<file path="config.mk">
export PLATFORM = sky130hd
export DESIGN_NAME = fft_stage_sequencer
export DESIGN_NICKNAME = d
export VERILOG_FILES = /design/src/rtl/fft_pkg.sv /design/src/rtl/fft_stage_sequencer.sv
export SDC_FILE = /design/constraint.sdc
export NUM_CORES = 1
export LEC_CHECK = 0
export CAP_MARGIN = 20
export CORE_MARGIN = 2
export CORE_UTILIZATION = 51
export CTS_CLUSTER_DIAMETER = 200
export CTS_CLUSTER_SIZE = 16
export DETAILED_ROUTE_END_ITERATION = 12
export GPL_TIMING_DRIVEN = 0
export PLACE_DENSITY = 0.88
export SYNTH_ARGS = -nofsm -noshare
export SYNTH_HDL_FRONTEND = slang
export SYNTH_SLANG_ARGS = --single-unit
</file>
<file path="constraint.sdc">
create_clock -name clk_i -period 4.2 [get_ports clk_i]
set_input_delay 0.42 -clock clk_i [delete_from_list [all_inputs] [get_ports clk_i]]
set_output_delay 0.42 -clock clk_i [all_outputs]
set_load 0.01 [all_outputs]
</file>
<file path="src/rtl/fft_pkg.sv">
// Shared FFT control definitions: sequencer state encoding, frame-size limit
// and the tracker interface field widths.
package fft_pkg;

    localparam int unsigned FFT_MAX_LOG2N = 12;
    localparam int unsigned FFT_LOG2N_W   = 4;
    localparam int unsigned TRK_STAGE_W   = 8;
    localparam int unsigned TRK_MAG_W     = 8;

    typedef enum logic [2:0] {
        ST_IDLE  = 3'd0,
        ST_START = 3'd1,
        ST_ISSUE = 3'd2,
        ST_WAIT  = 3'd3,
        ST_POST  = 3'd4,
        ST_DONE  = 3'd5
    } fft_seq_state_e;

endpackage

</file>
<file path="src/rtl/fft_stage_sequencer.sv">
// Radix-2 stage sequencer with block-floating-point rescale decisions.
// Optional per-stage watchdog enabled by defining FFT_SEQ_TIMEOUT_EN.
module fft_stage_sequencer
    import fft_pkg::*;
#(
    parameter int unsigned MAX_LOG2N      = FFT_MAX_LOG2N,
    parameter int unsigned STAGE_W        = 8,
    parameter int unsigned TIMEOUT_CYCLES = 4096
) (
    input  logic                   clk_i,
    input  logic                   reset_n_i,
    input  logic                   start_i,
    input  logic [FFT_LOG2N_W-1:0] log2n_i,
    input  logic                   rescale_en_i,
    input  logic                   abort_i,
    input  logic                   stage_done_i,
    input  logic                   stage_overflow_i,
    input  logic [TRK_MAG_W-1:0]   overflow_mag_i,
    output logic                   stage_start_o,
    output logic [STAGE_W-1:0]     stage_idx_o,
    output logic                   scale_shift_o,
    output logic                   trk_fft_start_o,
    output logic                   trk_track_en_o,
    output logic                   trk_scale_inc_o,
    output logic                   trk_stage_complete_o,
    output logic [TRK_STAGE_W-1:0] trk_overflow_stage_o,
    output logic [TRK_MAG_W-1:0]   trk_overflow_mag_o,
    output logic                   busy_o,
    output logic                   done_o,
    output logic                   aborted_o,
    output logic                   cfg_err_o,
    output logic                   timeout_o
);

    if (STAGE_W < $clog2(MAX_LOG2N) || MAX_LOG2N > 15 || TIMEOUT_CYCLES < 2) begin : g_bad_cfg
        $error("fft_stage_sequencer: invalid parameterisation");
    end

    fft_seq_state_e         state_q, state_d;
    logic [FFT_LOG2N_W-1:0] log2n_q, log2n_d;
    logic                   rescale_en_q, rescale_en_d;
    logic [STAGE_W-1:0]     stage_idx_q, stage_idx_d;
    logic                   pending_shift_q, pending_shift_d;
    logic                   ovf_q, ovf_d;
    logic [TRK_MAG_W-1:0]   mag_q, mag_d;
    logic [TRK_STAGE_W-1:0] ovf_stage_q, ovf_stage_d;
    logic                   stage_start_q, stage_start_d;
    logic                   trk_fft_start_q, trk_fft_start_d;
    logic                   trk_scale_inc_q, trk_scale_inc_d;
    logic                   trk_stage_complete_q, trk_stage_complete_d;
    logic                   busy_q, busy_d;
    logic                   done_q, done_d;
    logic                   aborted_q, aborted_d;
    logic                   cfg_err_q, cfg_err_d;
    logic                   log2n_ok;
    logic                   last_stage;

`ifdef FFT_SEQ_TIMEOUT_EN
    localparam int unsigned WDOG_W = $clog2(TIMEOUT_CYCLES + 1);
    logic [WDOG_W-1:0] wdog_q, wdog_d;
    logic              timeout_q, timeout_d;
`endif

    assign log2n_ok   = (log2n_i != '0) && (32'(log2n_i) <= MAX_LOG2N);
    assign last_stage = (stage_idx_q == STAGE_W'(log2n_q - FFT_LOG2N_W'(1)));

    // Next-state and registered-output decode
    always_comb begin
        state_d         = state_q;
        log2n_d         = log2n_q;
        rescale_en_d    = rescale_en_q;
        stage_idx_d     = stage_idx_q;
        pending_shift_d = pending_shift_q;
        ovf_d           = ovf_q;
        mag_d           = mag_q;
        ovf_stage_d     = ovf_stage_q;
        aborted_d       = 1'b0;
        cfg_err_d       = 1'b0;
`ifdef FFT_SEQ_TIMEOUT_EN
        wdog_d          = wdog_q;
        timeout_d       = 1'b0;
`endif

        if (state_q != ST_IDLE && abort_i) begin
            state_d         = ST_IDLE;
            aborted_d       = 1'b1;
            pending_shift_d = 1'b0;
        end else begin
            unique case (state_q)
                ST_IDLE: begin
                    if (start_i) begin
                        if (log2n_ok) begin
                            state_d         = ST_START;
                            log2n_d         = log2n_i;
                            rescale_en_d    = rescale_en_i;
                            stage_idx_d     = '0;
                            pending_shift_d = 1'b0;
                        end else begin
                            cfg_err_d = 1'b1;
                        end
                    end
                end
                ST_START: state_d = ST_ISSUE;
                ST_ISSUE: begin
                    state_d = ST_WAIT;
`ifdef FFT_SEQ_TIMEOUT_EN
                    wdog_d  = '0;
`endif
                end
                ST_WAIT: begin
                    if (stage_done_i) begin
                        state_d     = ST_POST;
                        ovf_d       = stage_overflow_i & rescale_en_q;
                        mag_d       = overflow_mag_i;
                        ovf_stage_d = TRK_STAGE_W'(stage_idx_q);
                    end
`ifdef FFT_SEQ_TIMEOUT_EN
                    else if (wdog_q == WDOG_W'(TIMEOUT_CYCLES - 1)) begin
                        state_d         = ST_IDLE;
                        timeout_d       = 1'b1;
                        pending_shift_d = 1'b0;
                    end else begin
                        wdog_d = wdog_q + WDOG_W'(1);
                    end
`endif
                end
                ST_POST: begin
                    // A final-stage overflow is reported but never shifts anything.
                    if (last_stage) begin
                        state_d         = ST_DONE;
                        pending_shift_d = 1'b0;
                    end else begin
                        state_d         = ST_ISSUE;
                        stage_idx_d     = stage_idx_q + STAGE_W'(1);
                        pending_shift_d = ovf_q;
                    end
                end
                ST_DONE: state_d = ST_IDLE;
                default: state_d = ST_IDLE;
            endcase
        end

        busy_d               = (state_d != ST_IDLE);
        trk_fft_start_d      = (state_d == ST_START);
        stage_start_d        = (state_d == ST_ISSUE);
        trk_stage_complete_d = (state_d == ST_POST);
        trk_scale_inc_d      = (state_d == ST_POST) && ovf_d;
        done_d               = (state_d == ST_DONE);
    end

    always_ff @(posedge clk_i or negedge reset_n_i) begin
        if (!reset_n_i) begin
            state_q              <= ST_IDLE;
            log2n_q              <= '0;
            rescale_en_q         <= 1'b0;
            stage_idx_q          <= '0;
            pending_shift_q      <= 1'b0;
            ovf_q                <= 1'b0;
            mag_q                <= '0;
            ovf_stage_q          <= '0;
            stage_start_q        <= 1'b0;
            trk_fft_start_q      <= 1'b0;
            trk_scale_inc_q      <= 1'b0;
            trk_stage_complete_q <= 1'b0;
            busy_q               <= 1'b0;
            done_q               <= 1'b0;
            aborted_q            <= 1'b0;
            cfg_err_q            <= 1'b0;
        end else begin
            state_q              <= state_d;
            log2n_q              <= log2n_d;
            rescale_en_q         <= rescale_en_d;
            stage_idx_q          <= stage_idx_d;
            pending_shift_q      <= pending_shift_d;
            ovf_q                <= ovf_d;
            mag_q                <= mag_d;
            ovf_stage_q          <= ovf_stage_d;
            stage_start_q        <= stage_start_d;
            trk_fft_start_q      <= trk_fft_start_d;
            trk_scale_inc_q      <= trk_scale_inc_d;
            trk_stage_complete_q <= trk_stage_complete_d;
            busy_q               <= busy_d;
            done_q               <= done_d;
            aborted_q            <= aborted_d;
            cfg_err_q            <= cfg_err_d;
        end
    end

`ifdef FFT_SEQ_TIMEOUT_EN
    // Per-stage watchdog
    always_ff @(posedge clk_i or negedge reset_n_i) begin
        if (!reset_n_i) begin
            wdog_q    <= '0;
            timeout_q <= 1'b0;
        end else begin
            wdog_q    <= wdog_d;
            timeout_q <= timeout_d;
        end
    end
    assign timeout_o = timeout_q;
`else
    assign timeout_o = 1'b0;
`endif

    assign stage_start_o        = stage_start_q;
    assign stage_idx_o          = stage_idx_q;
    assign scale_shift_o        = pending_shift_q;
    assign trk_fft_start_o      = trk_fft_start_q;
    assign trk_track_en_o       = rescale_en_q;
    assign trk_scale_inc_o      = trk_scale_inc_q;
    assign trk_stage_complete_o = trk_stage_complete_q;
    assign trk_overflow_stage_o = ovf_stage_q;
    assign trk_overflow_mag_o   = mag_q;
    assign busy_o               = busy_q;
    assign done_o               = done_q;
    assign aborted_o            = aborted_q;
    assign cfg_err_o            = cfg_err_q;

endmodule

</file>
### Yosys cells after proc, flatten, opt, wreduce, memory -nomap -nowiden

Index checks and enable logic that the tools add are counted.
Widths: inputs -> output; s select.

* add/sub/neg operators: 2
* magnitude comparators: 1
* equal/unequal tests: 14
* mux-type cells: 23
* bitwise operators: 2
* reductions and logical operators: 13

Operators by type and width (number)
* $mux 8: 3
* $pmux 8 s2: 1
* $mux 3: 5
* $pmux 3 s5: 1
* $mux 1: 12
* $eq 3x2->1 const B: 3
* $eq 3x3->1 const B: 3
* $reduce_bool 3->1: 3
* $add 8x1->8 const B: 1
* $eq 8x8->1: 1
* $eq 3x1->1 const B: 2
* $ne 2x2->1 const B: 3
* $ne 3x3->1 const B: 2
* $reduce_and 3->1: 2
* $reduce_and 5->1: 1
* $sub 4x1->5 const B: 1
* $le 4x4->1 const B: 1
* $reduce_and 4->1: 1
* $reduce_bool 4->1: 1
* $logic_and 1x1->1: 3
* $logic_not 3->1: 1
* $pmux 1 s2: 1
* $reduce_bool 2->1: 1
* $and 1x1->1: 1
* $not 1->1: 1

* register bits after elaboration: 42
* input port bits: 19
* output and inout port bits: 35
* word-level logic and storage cells: 71

### Logic depth before layout (Yosys ltp)

Gate-level depths: netlist of the first run.

* depth in word-level cells: 8
* mapped depth: 8
* gate-level depth less buffers: 7

### Worst setup path before layout of the first run

OpenSTA, ideal clock, no wires.

* path kind: register to register
* start point: reg log2n_q[0]
* end point: reg stage_idx_q[3], in the netlist stage_idx_o[3]
* library setup time: 0.078 ns
* data arrival time: 2.078 ns
* required time: 4.122 ns
* setup slack: 2.044 ns
* stages on the path, launching flop included: 8
* buffers on the path: 0
* clock period less this slack: 2.156 ns
* cell sequence: dfrtp_1 -> inv_1 -> ha_1 -> or3b_2 -> mux2i_1 -> and4_4 -> or4_1 -> a21oi_1

* cells in the longest elaborated chain, start to end: 4

Ends and longest elaborated chain
* from (decl): RTL line fft_stage_sequencer.sv:40 `logic [FFT_LOG2N_W-1:0] log2n_q, log2n_d;`
* from (signal assigned): RTL line fft_stage_sequencer.sv:171 `log2n_q <= log2n_d;`
* $sub 4x1->5: RTL line fft_stage_sequencer.sv:65 `assign last_stage = (stage_idx_q == STAGE_W'(log2n_q - FFT_LOG2N_W'(1)));`
* $eq 8x8->1: RTL line fft_stage_sequencer.sv:65
* $ne 2x2->1 (no line)
* $reduce_and 5->1 (no line)
* to (signal assigned): RTL line fft_stage_sequencer.sv:173 `stage_idx_q <= stage_idx_d;`
* to (decl): RTL line fft_stage_sequencer.sv:42 `logic [STAGE_W-1:0] stage_idx_q, stage_idx_d;`

Every way passes these cells.
A chain may end at the register's enable or synchronous reset.

### Worst setup path in the final report of the first run

* start point: reg log2n_q[0]
* end point: reg stage_idx_q[4], in the netlist stage_idx_o[4]

The elaborated chain is that of the path after synthesis.

==> results of run 1 <==
## cells in the final DEF, fill, tap and decap left out, drive strengths merged, types with 4 or more instances in the layout
| cell type | instances |
|---|---|
| nand2 | 66 |
| clkdlybuf4s50 | 50 |
| dfrtp | 42 |
| clkbuf | 10 |
| nor2 | 8 |
| inv | 8 |
| a21oi | 7 |
| nand3 | 6 |
| o21ai | 6 |
| or4 | 6 |
| buf | 6 |
| o31ai | 5 |
| nor3 | 4 |
| nand4 | 4 |
## how the worst min path moves through the flow
stage | startpoint | to | slack, ns | depth (start not counted)
floorplan | reset_n_i | aborted_o$_DFF_PN0_ | 0.12 | 0
global placement | trk_overflow_stage_o[7]$_DFFE_PN0P_ | trk_overflow_stage_o[7]$_DFFE_PN0P_ | 0.46 | 2
detailed placement | trk_overflow_stage_o[2]$_DFFE_PN0P_ | trk_overflow_stage_o[2]$_DFFE_PN0P_ | 0.46 | 2
CTS | reset_n_i | trk_overflow_mag_o[1]$_DFFE_PN0P_ | 0.28 | 1
global route | reset_n_i | trk_overflow_mag_o[1]$_DFFE_PN0P_ | 0.33 | 1
finish | reset_n_i | trk_overflow_mag_o[1]$_DFFE_PN0P_ | 0.24 | 1
## per-stage QoR
step           cell area, um^2  hold WS [ns]
2_1_floorplan             1940         0.124
3_3_place_gp              2510         0.456
3_5_place_dp              2500         0.464
4_1_cts                   2580         0.277
5_1_grt                   2580         0.333
6_report                  2580         0.241
## layout make-up
type | instances | share of cell area
inverter | 8 | 0.0116
sequential | 42 | 0.407
clock buffer | 5 | 0.0266
timing repair buffer | 51 | 0.196
clock inverter | 2 | 0.00387
multi-input combinational | 143 | 0.310
tap | 48 | 0.0232
buffer | 10 | 0.0223
## critical path, delay by kind of cell, from the launching register on
| kind | cells | cell delay [ns] |
|---|---|---|
| adders and majority gates | 1 | 0.19 |
| buffers and inverters | 2 | 0.22 |
| AOI/OAI and AO/OA | 3 | 0.59 |
| and+or+nand+nor | 2 | 0.83 |
| DFF | 1 | 0.41 |
## cell families (layout without fill, tap and decap cells)
kind of cell,Yosys count,count (layout)
DFF,42,42
muxes,2,2
xor gates and xnor gates,5,5
AOI/OAI and AO/OA,29,29
buffers and inverters,18,76
adders and majority gates,2,2
other,1,1
and+or+nand+nor,104,104
## power by group through the flow
stage,Clock [uW],Sequential (uW),Combinational (uW)
after floorplan,0,546,194
after global placement,0,525,365
after detailed placement,0,531,376
after CTS,243,524,378
after global routing,261,531,413
final,239,522,374
## per-layer routing
layer | wire length [um] | track usage | up-vias
met5 | 0 | 0 | -
met4 | 65 | 0.0755 | 0
met2 | 2060 | 0.374 | 52
li1 | - | - | 799
met3 | 234 | 0.0531 | 7
met1 | 1840 | 0.252 | 818
## registers in the layout, summed over array words and instances (netlist names), 3 cells and up
signal and count:
trk_overflow_stage_o 8, log2n_q 4, state_q 3, stage_idx_o 8
trk_overflow_mag_o 8
==> results.sh, run 1 <==
export IMPL_comb_power_share=0.330
export IMPL_hold_path_class="in -> async"
export IMPL_dieArea_mm2=0.00431
export IMPL_grt_max_degree=43
export IMPL_io_buffer_count=51
export IMPL_synth_compound_area_frac=0.114
export IMPL_rr_worst_depth=8
export IMPL_setup_violations=0
export IMPL_worst_path_max_fanout=10
export IMPL_endpoint="stage_idx_o[4]$_DFFE_PN0P_"
export IMPL_synth_top_family_by_area="simple AND/OR/NAND/NOR gates"
export IMPL_synth_cell_types=40
export IMPL_synth_fa_ha_area_frac=0.0129
export IMPL_first_pass_iters=5
export IMPL_multi_input_area_um2=801
export IMPL_tightest_slew_ns=0.874
export IMPL_async_flop_share=1.00
export IMPL_htree_levels=2
export IMPL_fin_ws_ns=1.85
export IMPL_wire_per_inst_um=13.6
export IMPL_clk_latency_ns=0.29
export IMPL_dr_first_iter_drc_count=73
export IMPL_post_route_drc_count=0
export IMPL_synth_enable_flop_cells=0
export IMPL_slew_limit_headroom=0.417
export IMPL_gp_congestion=0.864
export IMPL_cts_setup_buffers=0
export IMPL_drive_above_1_share=0.0843
export IMPL_yosys_area_share_simple=0.243
export IMPL_p_sw_uw=360
export IMPL_cp_slowest_stage_delay_ns=0.52
export IMPL_status="complete, no violations"
export IMPL_setup_worst_path_end_class="flip-flop"
export IMPL_power_leakage_uw=0.00121
export IMPL_post_cts_resized=0
export IMPL_avgSynthCellArea_um2=9.55
export IMPL_rr_endpoint="stage_idx_o[4]$_DFFE_PN0P_"
export IMPL_diodes=0
export IMPL_worst_path_max_delay_cell="or3b_2"
export IMPL_ant_nets=0
export IMPL_syn_area_mm2=0.00194
export IMPL_place_ws_ns=1.67
export IMPL_area_delta_synth_final_pct=33.2
export IMPL_grt_pass1_wl_mm=6.99
export IMPL_cts_buffers=5
export IMPL_ys_seq_area_frac=0.542
export IMPL_clock_sinks=42
export IMPL_syn_inst=203
export IMPL_fin_setup_tns_ns=0
export IMPL_reg2reg_slack_ns=1.85
export IMPL_yosysTopAreaCellShare=0.542
export IMPL_maxCapViolCount=0
export IMPL_fmax_ghz=0.425
export IMPL_globalRouteTotalUtil=0.213
export IMPL_final_nets=282
export IMPL_start_kind="flip-flop"
export IMPL_final_max_slew_viol_count=0
export IMPL_finalCritPeriodShare=0.560
export IMPL_critPathLaunch="log2n_q[0]$_DFFE_PN0P_"
export IMPL_syn_nets=224
export IMPL_cts_tree="done"
export IMPL_hpwl_mm=3.04
export IMPL_clock_path_buffers=2
export IMPL_start_util=0.530
export IMPL_synth_seq_cells=42
export IMPL_switching_share=0.317
export IMPL_fillCellCount=291
export IMPL_synth_cells_most_frequent="66 x nand2_1, 42 x dfrtp_1, 8 x nor2_1"
export IMPL_grt_antenna_before_repair=0
export IMPL_coreArea_mm2=0.00366
export IMPL_vias_per_cell=5.42
export IMPL_final_core_util=0.706
export IMPL_root_buffer="clkbuf_8"
export IMPL_synthXorXnorAreaFrac=0.0310
export IMPL_synth_area_mux_share=0.0103
export IMPL_clkPwrFrac=0.211
export IMPL_final_cells=309
export IMPL_cp_required_ns=4.38
export IMPL_die_h_um=65.7
export IMPL_seq_area_mm2=0.00105
export IMPL_path_clk_slew_ns=0.07
export IMPL_cp_arrival_ns=2.53
export IMPL_wl_mm=4.20
export IMPL_rr_startpoint="log2n_q[0]$_DFFE_PN0P_"
export IMPL_synth_area_leaders="dfrtp_1 54%, nand2_1 13%, o31ai_1 1.9%, or4_1 1.9%, a21oi_1 1.8%"
export IMPL_crit_type="reg -> reg"
export IMPL_hold_viol=0
export IMPL_seqPwrFrac=0.460
export IMPL_synth_top_cell_by_area="dfrtp_1"
export IMPL_synth_ff_type="dfrtp_1"
export IMPL_ios=54
export IMPL_dp_cells=302
export IMPL_die_w_um=65.7
export IMPL_ir_drop_v=0.000271
export IMPL_route_vias_total=1676
export IMPL_totalPowerFinal_uw=1140
export IMPL_power_density_mw_per_mm2=440
export IMPL_crit_chain="inv_1, ha_1, or3b_2, a2111oi_4, and4_4, buf_6, o311ai_0, o41ai_1"
export IMPL_rsz0062_at_grt="false"
export IMPL_yosysMostFrequentCell="nand2_1"
export IMPL_clock_skew_ns=0.00504
export IMPL_grt_pass1_vias=1619
export IMPL_ys_warn_count=0
export IMPL_min_period_ns=2.35
export IMPL_grt_overflow=0
export IMPL_placementRows=22
export IMPL_p_int_uw=776
export IMPL_postCtsHoldBufs=0
Power figures use the tool's default switching activity.
==> inputs of run 2 (changes only) <==
Settings changed: CORE_UTILIZATION 51 to 47, PLACE_DENSITY 0.88 to 0.83.
Clock period 4.2 ns to 2.41 ns, I/O delays scaled along.
==> run 2 against run 1 <==
Effect of this change: worst hold slack lost 0.18 ns; routed wire length shrank 2.8%; maximum frequency grew 5.9%; combinational power grew 75%; die area grew 8.0%; sequential power grew 74%; worst setup slack lost 1.7 ns; sequential cell count is the same; sequential share of layout area shrank 0.33 points; clock power grew 97%; critical path depth is the same.
==> results.sh, run 2 (synthesis results as in run 1) <==
export IMPL_crit_family="compound AO/OA/AOI/OAI gates"
export IMPL_die_w_um=68.2
export IMPL_final_common_cell="nand2_1"
export IMPL_clock_path_buffers=2
export IMPL_wire_per_inst_um=13.1
export IMPL_route_vias_total=1606
export IMPL_hpwl_mm=2.97
export IMPL_start_util=0.488
export IMPL_crit_chain="inv_1, ha_1, xor3_2, a2111oi_4, and4_4, buf_6, o311ai_0, o41ai_1"
export IMPL_root_buffer="clkbuf_8"
export IMPL_clk_latency_ns=0.30
export IMPL_endpoint="stage_idx_o[4]$_DFFE_PN0P_"
export IMPL_gp_congestion=0.824
export IMPL_finalCritPeriodShare=0.921
export IMPL_seq_area_mm2=0.00105
export IMPL_rr_worst_depth=8
export IMPL_holdWs_ns=0.0634
export IMPL_ios=54
export IMPL_grt_overflow=0
export IMPL_hold_path_class="in -> async"
export IMPL_final_cell_mix="66 x nand2_1, 50 x clkdlybuf4s50_1, 42 x dfrtp_1"
export IMPL_worst_path_max_delay_cell="xor3_2"
export IMPL_power_density_mw_per_mm2=780
export IMPL_dr_first_iter_drc_count=84
export IMPL_tightest_slew_ns=0.893
export IMPL_rr_startpoint="log2n_q[0]$_DFFE_PN0P_"
export IMPL_cts_tree="done"
export IMPL_clock_sinks=42
export IMPL_fmax_ghz=0.451
export IMPL_rr_endpoint="stage_idx_o[4]$_DFFE_PN0P_"
export IMPL_grt_pass1_wl_mm=6.52
export IMPL_cp_slowest_stage_delay_ns=0.41
export IMPL_crit_type="reg -> reg"
export IMPL_setup_violations=0
export IMPL_vias_per_cell=5.15
export IMPL_cts_buffers=5
export IMPL_grt_pass1_vias=1475
export IMPL_post_route_drc_count=0
export IMPL_start_kind="flip-flop"
export IMPL_globalRouteTotalUtil=0.194
export IMPL_final_max_slew_viol_count=0
export IMPL_io_buffer_count=51
export IMPL_multi_input_area_um2=803
export IMPL_crit_buf_inv=2
export IMPL_die_h_um=68.2
export IMPL_coreArea_mm2=0.00397
export IMPL_fin_setup_tns_ns=0
export IMPL_diodes=0
export IMPL_placementRows=23
export IMPL_final_cell_area_mm2=0.00261
export IMPL_first_pass_iters=4
export IMPL_rsz0062_at_grt="false"
export IMPL_final_nets=282
export IMPL_path_depth=8
export IMPL_cts_setup_buffers=0
export IMPL_slew_limit_headroom=0.405
export IMPL_worst_path_max_fanout=10
export IMPL_power_leakage_uw=0.00121
export IMPL_grt_antenna_before_repair=0
export IMPL_status="complete, no violations"
export IMPL_drive_above_1_share=0.0878
export IMPL_ant_nets=0
export IMPL_setup_worst_path_end_class="flip-flop"
export IMPL_hold_viol=0
export IMPL_wl_mm=4.09
export IMPL_area_delta_synth_final_pct=34.3
export IMPL_htree_levels=2
export IMPL_fillCellCount=322
export IMPL_cp_required_ns=2.60
export IMPL_reg2reg_slack_ns=0.19
export IMPL_cp_arrival_ns=2.41
export IMPL_dpl_cell_area_mm2=0.00251
export IMPL_grt_max_degree=43
export IMPL_clock_skew_ns=0.00375
export IMPL_min_period_ns=2.22
export IMPL_critPathLaunch="log2n_q[0]$_DFFE_PN0P_"
export IMPL_path_clk_slew_ns=0.07
export IMPL_dieArea_mm2=0.00466
export IMPL_ir_drop_v=0.000415
export IMPL_maxCapViolCount=0
-- run 2: changes by cell type in the layout (fill, tap and decap cells not counted) --
cell / change
clkbuf_8: +1
or3b_4: +1
clkinvlp_4: +1
clkinv_2: -1
or3b_2: -1
-- run 2: cell type report --
class / count / area share
Clock inverter: 2 / 0.00480
Inverter: 8 / 0.0115
Buffer: 10 / 0.0221
Multi-Input combinational cell: 143 / 0.308
Tap cell: 50 / 0.0240
Timing Repair Buffer: 51 / 0.194
Sequential cell: 42 / 0.403
Clock buffer: 6 / 0.0317
-- run 2: worst min path at each step --
stage	startpoint	end	slack [ns]	cells after the start
5_1_grt	reset_n_i	trk_overflow_mag_o[0]$_DFFE_PN0P_	0.14	1
3_5_place_dp	reset_n_i	trk_overflow_mag_o[1]$_DFFE_PN0P_	0.43	1
6_report	reset_n_i	trk_overflow_mag_o[1]$_DFFE_PN0P_	0.06	1
3_3_place_gp	trk_overflow_mag_o[0]$_DFFE_PN0P_	trk_overflow_mag_o[0]$_DFFE_PN0P_	0.46	2
4_1_cts	reset_n_i	stage_idx_o[1]$_DFFE_PN0P_	0.11	1
2_1_floorplan	reset_n_i	aborted_o$_DFF_PN0_	-0.05	0
-- run 2: power by group --
part           switching, uW  internal, uW
Clock                    240           230
Sequential              77.8           828
Combinational            319           336
-- run 2: worst reg2reg max path: stages, from the launching register on --
cell       delay, ns
dfrtp_1         0.38
inv_1           0.07
ha_1            0.22
xor3_2          0.41
a2111oi_4       0.35
and4_4          0.31
buf_6           0.15
o311ai_0        0.14
o41ai_1         0.09
-- run 2: metal layers --
| metal | vias to the layer above | GRT usage | part of all wire | wire length [um] |
|---|---|---|---|---|
| li1 | 802 | - | - | - |
| met1 | 744 | 0.240 | 0.43 | 1760 |
| met2 | 50 | 0.314 | 0.48 | 1960 |
| met3 | 10 | 0.0362 | 0.062 | 255 |
| met4 | 0 | 0.115 | 0.027 | 112 |
| met5 | - | 0 | 0 | 0 |
-- run 2: timing repair --
| item | CTS | global route |
|---|---|---|
| gates resized for setup | 0 | 1 |
| setup endpoints to repair | 0 | 1 |
| hold buffers | 0 | 0 |
-- run 2: stage by stage --
step                total power, uW  cells  utilization  worst slack (ns)
floorplan                      1290    203            -             0.254
detailed placement             1570    304        0.631            0.0703
global route                   2160    312        0.656            0.0596
finish                         2030    312        0.656             0.190
global placement               1550    304        0.633            0.0779
CTS                            2050    312        0.655            0.0984
==> inputs of run 3 (changes only) <==
Settings changed: TNS_END_PERCENT set to 100.
==> results of run 3 <==
The final DEF is identical to that of run 2; final timing and power are the same.
